==> config.mk <==
export PLATFORM = sky130hd
export DESIGN_NAME = dds_wave_meter
export DESIGN_NICKNAME = d
export VERILOG_FILES = /design/src/rtl/dds_wave_meter.sv
export SDC_FILE = /design/constraint.sdc
export NUM_CORES = 1
export LEC_CHECK = 0
export BUFFER_PORTS_ARGS = -buffer_cell sky130_fd_sc_hd__buf_2
export CORE_ASPECT_RATIO = 0.75
export CORE_MARGIN = 8
export CORE_UTILIZATION = 35
export DETAILED_ROUTE_END_ITERATION = 8
export PLACE_DENSITY = 0.5
export SLEW_MARGIN = 10
export SYNTH_ARGS = -nofsm -noshare
export SYNTH_HDL_FRONTEND = slang
export SYNTH_SLANG_ARGS = --single-unit
==> constraint.sdc <==
create_clock -name clock -period 2.8 [get_ports clock]
set_input_delay 0.56 -clock clock [delete_from_list [all_inputs] [get_ports clock]]
set_output_delay 0.56 -clock clock [all_outputs]
set_load 0.05 [all_outputs]
==> src/rtl/dds_wave_meter.sv <==
// dds_wave_meter
//   Measures the period and high time of a sampled DDS waveform. The sample
//   stream is registered once, then squared up by a hysteresis comparator.
//   Rising edges of the squared signal delimit the measured periods.
//
// Parameters
//   DATA_WIDTH     - width of wave_in / thresholds
//   CNT_WIDTH      - width of the period and high-time counters
//   TIMEOUT_CYCLES - max clocks between accepted rising edges (< 2^CNT_WIDTH)
//
// Ports
//   clock      - single clock
//   reset      - asynchronous active-low reset
//   wave_in    - unsigned waveform sample
//   thr_hi     - comparator set threshold
//   thr_lo     - comparator clear threshold
//   start      - one-cycle measurement request (also aborts a running one)
//   continuous - 1 = keep measuring after each result, 0 = single shot
//   busy       - high while armed or measuring
//   valid      - one-cycle pulse when period/high_time update
//   timeout    - sticky, set when no rising edge arrives in time
//   period     - clocks between consecutive rising edges
//   high_time  - clocks with the comparator high within that period
//   sq_out     - comparator state
module dds_wave_meter #(
  parameter int DATA_WIDTH     = 12,
  parameter int CNT_WIDTH      = 32,
  parameter int TIMEOUT_CYCLES = 1048576
) (
  input  logic                  clock,
  input  logic                  reset,
  input  logic [DATA_WIDTH-1:0] wave_in,
  input  logic [DATA_WIDTH-1:0] thr_hi,
  input  logic [DATA_WIDTH-1:0] thr_lo,
  input  logic                  start,
  input  logic                  continuous,
  output logic                  busy,
  output logic                  valid,
  output logic                  timeout,
  output logic [CNT_WIDTH-1:0]  period,
  output logic [CNT_WIDTH-1:0]  high_time,
  output logic                  sq_out
);

  typedef enum logic [1:0] {IDLE, ARM, MEAS} state_t;

  // The counter value after which one more clock without a rise means the
  // limit has been reached.
  localparam logic [CNT_WIDTH-1:0] CNT_LAST = CNT_WIDTH'(TIMEOUT_CYCLES - 1);
  localparam logic [CNT_WIDTH-1:0] CNT_ONE  = CNT_WIDTH'(1);

  state_t                state_reg;
  logic [DATA_WIDTH-1:0] wave_q_reg;
  logic                  sq_reg;
  logic                  sq_next;
  logic                  sq_d_reg;
  logic                  rise;
  logic [CNT_WIDTH-1:0]  per_cnt_reg;
  logic [CNT_WIDTH-1:0]  high_cnt_reg;
  logic                  busy_reg;
  logic                  valid_reg;
  logic                  timeout_reg;
  logic [CNT_WIDTH-1:0]  period_reg;
  logic [CNT_WIDTH-1:0]  high_time_reg;

  // Comparator. With an inverted or collapsed window there is no hysteresis
  // band, so the output simply follows the upper threshold.
  always_comb begin
    sq_next = sq_reg;
    if (thr_lo >= thr_hi) begin
      sq_next = (wave_q_reg >= thr_hi);
    end else if (wave_q_reg >= thr_hi) begin
      sq_next = 1'b1;
    end else if (wave_q_reg <= thr_lo) begin
      sq_next = 1'b0;
    end
  end

  assign rise = sq_reg & ~sq_d_reg;

  // Sample register, comparator state and its one-clock delay.
  always_ff @(posedge clock or negedge reset) begin
    if (!reset) begin
      wave_q_reg <= '0;
      sq_reg     <= 1'b0;
      sq_d_reg   <= 1'b0;
    end else begin
      wave_q_reg <= wave_in;
      sq_reg     <= sq_next;
      sq_d_reg   <= sq_reg;
    end
  end

  // Measurement FSM. Priority inside ARM/MEAS: start (abort and re-arm),
  // then rise (period boundary), then timeout, then plain counting.
  always_ff @(posedge clock or negedge reset) begin
    if (!reset) begin
      state_reg     <= IDLE;
      per_cnt_reg   <= '0;
      high_cnt_reg  <= '0;
      busy_reg      <= 1'b0;
      valid_reg     <= 1'b0;
      timeout_reg   <= 1'b0;
      period_reg    <= '0;
      high_time_reg <= '0;
    end else begin
      valid_reg <= 1'b0;
      case (state_reg)
        IDLE: begin
          if (start) begin
            state_reg    <= ARM;
            busy_reg     <= 1'b1;
            timeout_reg  <= 1'b0;
            per_cnt_reg  <= '0;
            high_cnt_reg <= '0;
          end
        end
        ARM, MEAS: begin
          if (start) begin
            state_reg    <= ARM;
            busy_reg     <= 1'b1;
            timeout_reg  <= 1'b0;
            per_cnt_reg  <= '0;
            high_cnt_reg <= '0;
          end else if (rise) begin
            // The rise cycle itself is the first clock of the new period,
            // and sq is high in it, so both counters restart at one.
            per_cnt_reg  <= CNT_ONE;
            high_cnt_reg <= CNT_ONE;
            if (state_reg == MEAS) begin
              period_reg    <= per_cnt_reg;
              high_time_reg <= high_cnt_reg;
              valid_reg     <= 1'b1;
              if (!continuous) begin
                state_reg <= IDLE;
                busy_reg  <= 1'b0;
              end
            end else begin
              state_reg <= MEAS;
            end
          end else if (per_cnt_reg == CNT_LAST) begin
            // Counting this clock would reach the limit: give up, keep the
            // last good result on the outputs.
            timeout_reg <= 1'b1;
            state_reg   <= IDLE;
            busy_reg    <= 1'b0;
          end else begin
            per_cnt_reg <= per_cnt_reg + CNT_ONE;
            if ((state_reg == MEAS) && sq_reg) begin
              high_cnt_reg <= high_cnt_reg + CNT_ONE;
            end
          end
        end
        default: begin
          state_reg <= IDLE;
          busy_reg  <= 1'b0;
        end
      endcase
    end
  end

  assign busy      = busy_reg;
  assign valid     = valid_reg;
  assign timeout   = timeout_reg;
  assign period    = period_reg;
  assign high_time = high_time_reg;
  assign sq_out    = sq_reg;

endmodule

# After elaboration in Yosys (flattened, before gate mapping)
# Index checks and enable logic that the tools add are counted.
[word_totals] word_cells=78 output_inout_bits=68 ff_bits=147
[op_classes] n_lt_le_gt_ge=3 mux=36 reduce_logical=11 n_addsub=2 n_eq_ne=12 bitwise=3
[op_table] op="two-way mux 32 bit" count=8
[op_table] op="case mux 32 bit (2 select lines)" count=2
[op_table] op="adder 32 x 1 -> 32 bit (second input constant)" count=2
[op_table] op="equality test 32 x 20 -> 1 bit (second input constant)" count=1
[op_table] op=">= comparator 12 bit" count=2
[op_table] op="!= test 4 bit (second input constant)" count=5
[op_table] op="two-way mux 1 bit" count=17
[op_table] op="AND reduction 4 bit" count=4
[op_table] op="<= comparator 12 bit" count=1
[op_table] op="two-way mux 2 bit" count=6
[op_table] op="!= test 3 bit (second input constant)" count=2
[op_table] op="AND reduction 3 bit" count=2
[op_table] op="!= test 5 bit (second input constant)" count=1
[op_table] op="case mux 1 bit (2 select lines)" count=2
[op_table] op="case mux 2 bit (2 select lines)" count=1
[op_table] op="nonzero test 3 bit" count=1
[op_table] op="equality test 2 x 1 -> 1 bit (second input constant)" count=1
[op_table] op="equality test 2 bit (second input constant)" count=1
[op_table] op="logical NOT 2 bit" count=1
[op_table] op="!= test 2 bit (second input constant)" count=1
[op_table] op="inverter 1 bit" count=2
[op_table] op="nonzero test 2 bit" count=1
[op_table] op="OR reduction 2 bit" count=1
[op_table] op="bitwise AND 1 bit" count=1
[op_table] op="logical AND 1 bit" count=1

# Longest topological paths before layout
[depth] word_depth=7 mapped_depth=9 ltp_nobuf=7

# Worst setup path after synthesis
# OpenSTA, ideal clock, no wires.
[synth_timing] path_type="input port to flip-flop" start="input port thr_hi[9]" end="register sq_reg, in the netlist sq_out" required_time_ns=2.713 setup_ns=0.087 stages=7 slack_ns=0.536 arrival_ns=2.177 path_cell_list="inv_1 ha_1 a211oi_1 nor2_1 or4b_2 a211o_1 o211ai_1"
[synth_via] elab_chain_len=3
[synth_rtl] item="start, declared" line_no="33" source="input logic [DATA_WIDTH-1:0] thr_hi,"
[synth_rtl] item=">= comparator 12 bit" line_no="71, 72"
[synth_rtl] item="two-way mux 1 bit" line_no="72" source="end else if (wave_q_reg >= thr_hi) begin"
[synth_rtl] item="two-way mux 1 bit" line_no="70" source="if (thr_lo >= thr_hi) begin"
[synth_rtl] item="end signal, assigned" line_no="89" source="sq_reg <= sq_next;"
[synth_rtl] item="end, declared" line_no="54" source="logic sq_reg;"
# Several ways; a longest one is shown, not always the timed one.
# A chain may end at the register's enable or synchronous reset.

# Final worst setup path
[layout_timing] start="register per_cnt_reg[0]" end="register per_cnt_reg[4]"
[layout_via] elab_chain_len=5
[layout_rtl] item="start, declared" line_no="58" source="logic [CNT_WIDTH-1:0] per_cnt_reg;"
[layout_rtl] item="start signal, assigned" line_no="148" source="per_cnt_reg <= per_cnt_reg + CNT_ONE;"
[layout_rtl] item="adder 32 x 1 -> 32 bit" line_no="148"
[layout_rtl] item="two-way mux 32 bit" line_no="141" source="end else if (per_cnt_reg == CNT_LAST) begin"
[layout_rtl] item="two-way mux 32 bit" line_no="125" source="end else if (rise) begin"
[layout_rtl] item="two-way mux 32 bit" line_no="119" source="if (start) begin"
[layout_rtl] item="case mux 32 bit (2 select lines)" line_no="108" source="case (state_reg)"
# Several ways; a longest one is shown, not always the timed one. The select of a mux whose other input is x is not followed.

==> results_dict.tcl <==
set metrics [dict create \
    track_usage_pct 16.1 \
    avgRoutedWirePerCell_um 17.7 \
    die_h_um 145 \
    synth_common_cells "dfrtp_1 (147), mux2_2 (67), a21oi_1 (49)" \
    max_freq_ghz 0.400 \
    hp-class "input port to async pin" \
    rsz0062_at_grt "false" \
    power_density_mw_per_mm2 643 \
    hold_viol 0 \
    clock_path_buffers 2 \
    grt_overflow 0 \
    synth.area.top_cells "dfrtp_1 (48%), mux2_2 (9.8%), ha_1 (7.0%)" \
    syn_area_per_cell_sq_um 10.5 \
    worstSetupPathType "flop to flop" \
    synthCells 736 \
    num_antenna_cells 0 \
    async_flop_share_pct 100 \
    gp_congestion 0.799 \
    drv_cap 0 \
    synthAdderAreaFrac_pct 6.97 \
    setup_tns_ps 0 \
    firstDrtPassIters 5 \
    synth_fp_nets 819 \
    worstMarginPinSlew_ps 680 \
    synth_edf_count 0 \
    dp_hpwl_mm 14.8 \
    ant_nets 0 \
    synth_top_area_share_pct 47.7 \
    fin_skew_ps 9.72 \
    yosys_warnings 0 \
    cts_hold_buf 0 \
    die_w_um 187 \
    clkTransAtPathRegs_ps 70 \
    cts_num_sinks 147 \
    synth_compound_area_share_pct 15.8 \
    end_kind "flop" \
    relSlewSlack_pct 54.6 \
    antenna_found_initial 0 \
    ys_types 63 \
    root_buffer "clkbuf_16" \
    grt_pass1_vias 6287 \
    drive_gt1_share_pct 28.7 \
    ys.flop_type "dfrtp_1" \
    drt_iter0_markers 344 \
    h-tree-depth 4 \
    yosys-mux-area-fraction_pct 9.91 \
    ir_worst_vdd_mv 0.437 \
    arrival_ps 2800 \
    seq_area_frac_synth_pct 47.7 \
    fin_ws_ps 300 \
    drc 0 \
    vias 6260 \
    wirelength_mm 20.6 \
    viasPerCell 5.38 \
    cts_tree "built" \
    cts_setup_buffers 0 \
    synth_top_family_by_area "compound AO/OA/AOI/OAI gates" \
    p_leak_nw 4.51 \
    pre_cts_ws_ps 327 \
    outcome "finished, final reports clean" \
    finalCriticalPeriod_ps 2500 \
    syn_area_sq_mm 0.00772 \
    clkLatencyLatePin_ps 430 \
    final-max-slew-violation-count 0 \
    grt_pass1_wl_mm 34.8 \
    grt_start_max_net_pins 56 \
    start_util_pct 35.3 \
    period_share_pct 89.3 \
    yosys.area.top_type "dfrtp_1" \
    fin_nets 940 \
    dieArea_sq_mm 0.0271 \
    required_ps 3100 \
    worstPathMaxFanout 9 \
    rows 47 \
    setup_viol 0 \
    post-synth-top-count-cell "dfrtp_1" \
    cp-start-kind "flop" \
    areaGrowthSynthToFinish_pct 21.3 \
    core_sq_mm 0.0219 \
    cts_resized 0 \
    port_buffers 107 \
    synth_simple_gate_area_share_pct 15.6 \
    fin_util_pct 42.8 \
    cts_made_buffers 17 \
    synth_seq_cells 147 \
    io_pins 108 \
    yosys.area_share.xor_xnor_pct 0.567 \
]
path summary, 6_finish.rpt:
path / start / depth (start not counted) / end / slack [ps]
setup / recovery: per_cnt_reg[0] / 7 / per_cnt_reg[4] / 300
hold / removal: reset / 1 / period[12] / 90
setup reg to reg: per_cnt_reg[0] / 7 / per_cnt_reg[4] / 300
hold reg to reg: period[22] / 1 / period[22] / 500
max in group asynchronous: reset / 2 / high_time[20] / 2040
min in group clock: wave_in[5] / 1 / wave_q_reg[5] / 230
critical path, cell delays in order, from the launching register on:
cell	delay (ps)
dfrtp_1	460
ha_1	250
nand3_1	280
nor4_2	620
buf_4	230
a21oi_1	190
a41oi_1	290
a31oi_1	60
metrics by stage:
step	hold slack (ps)	total power (W)	instance area, sq um	std cells
after floorplan	264	0.00316	7720	736
after global placement	485	0.00368	8750	1132
after detailed placement	491	0.00369	8750	1132
after CTS	101	0.00609	9360	1164
after global routing	112	0.00634	9360	1164
final	89.4	0.00602	9360	1164
placed cells by master (no fill, tap or decap), types with 4 or more instances in the layout:
master / instances
mux2_2: 67
nand3_1: 36
inv_6: 4
buf_2: 106
nand2b_1: 5
nand4_1: 24
nor4_1: 11
or3_1: 10
buf_12: 4
o311ai_0: 6
a211oi_1: 4
o31ai_1: 5
and4_1: 8
nor3_1: 15
a21o_1: 16
ha_1: 43
and3_1: 6
o211ai_1: 4
a21oi_1: 49
a31oi_1: 38
and2_1: 7
buf_4: 23
nor2_1: 33
xor2_1: 4
a41oi_1: 5
nand2_1: 43
inv_1: 34
dfrtp_1: 147
o21ai_0: 33
clkbuf_16: 17
power by group:
part / total [W] / leakage, nW / switching [W] / internal, W
logic: 0.00134 / 2.21 / 0.000898 / 0.000443
registers: 0.00231 / 2.01 / 0.000103 / 0.00220
clock network: 0.00237 / 0.290 / 0.00100 / 0.00137
cell type report:
type                       instances  area, sq um
fill                            2135        12500
multi-input combinational        523         3780
sequential                       147         3680
timing repair buffer             134          795
clock buffer                      18          439
tap                              294          368
clock inverter                    14          169
inverter                          34          128
logic make-up (layout without fill, tap and decap cells):
kind of cell	Yosys count	after routing
xor gates and xnor gates	5	5
adders and majority gates	43	43
AOI/OAI and AO/OA	189	189
and+or+nand+nor	218	218
buffers and inverters	66	200
muxes	68	68
DFF	147	147
metal layers:
layer / routed length [um] / global-route usage [%] / vias up
met5: 0 / 0 / -
met2: 8440 / 22.7 / 160
li1: - / - / 3027
met3: 1190 / 4.27 / 21
met1: 10800 / 23.3 / 3052
met4: 254 / 5.25 / 0
(Power assumes the default switching activity.)
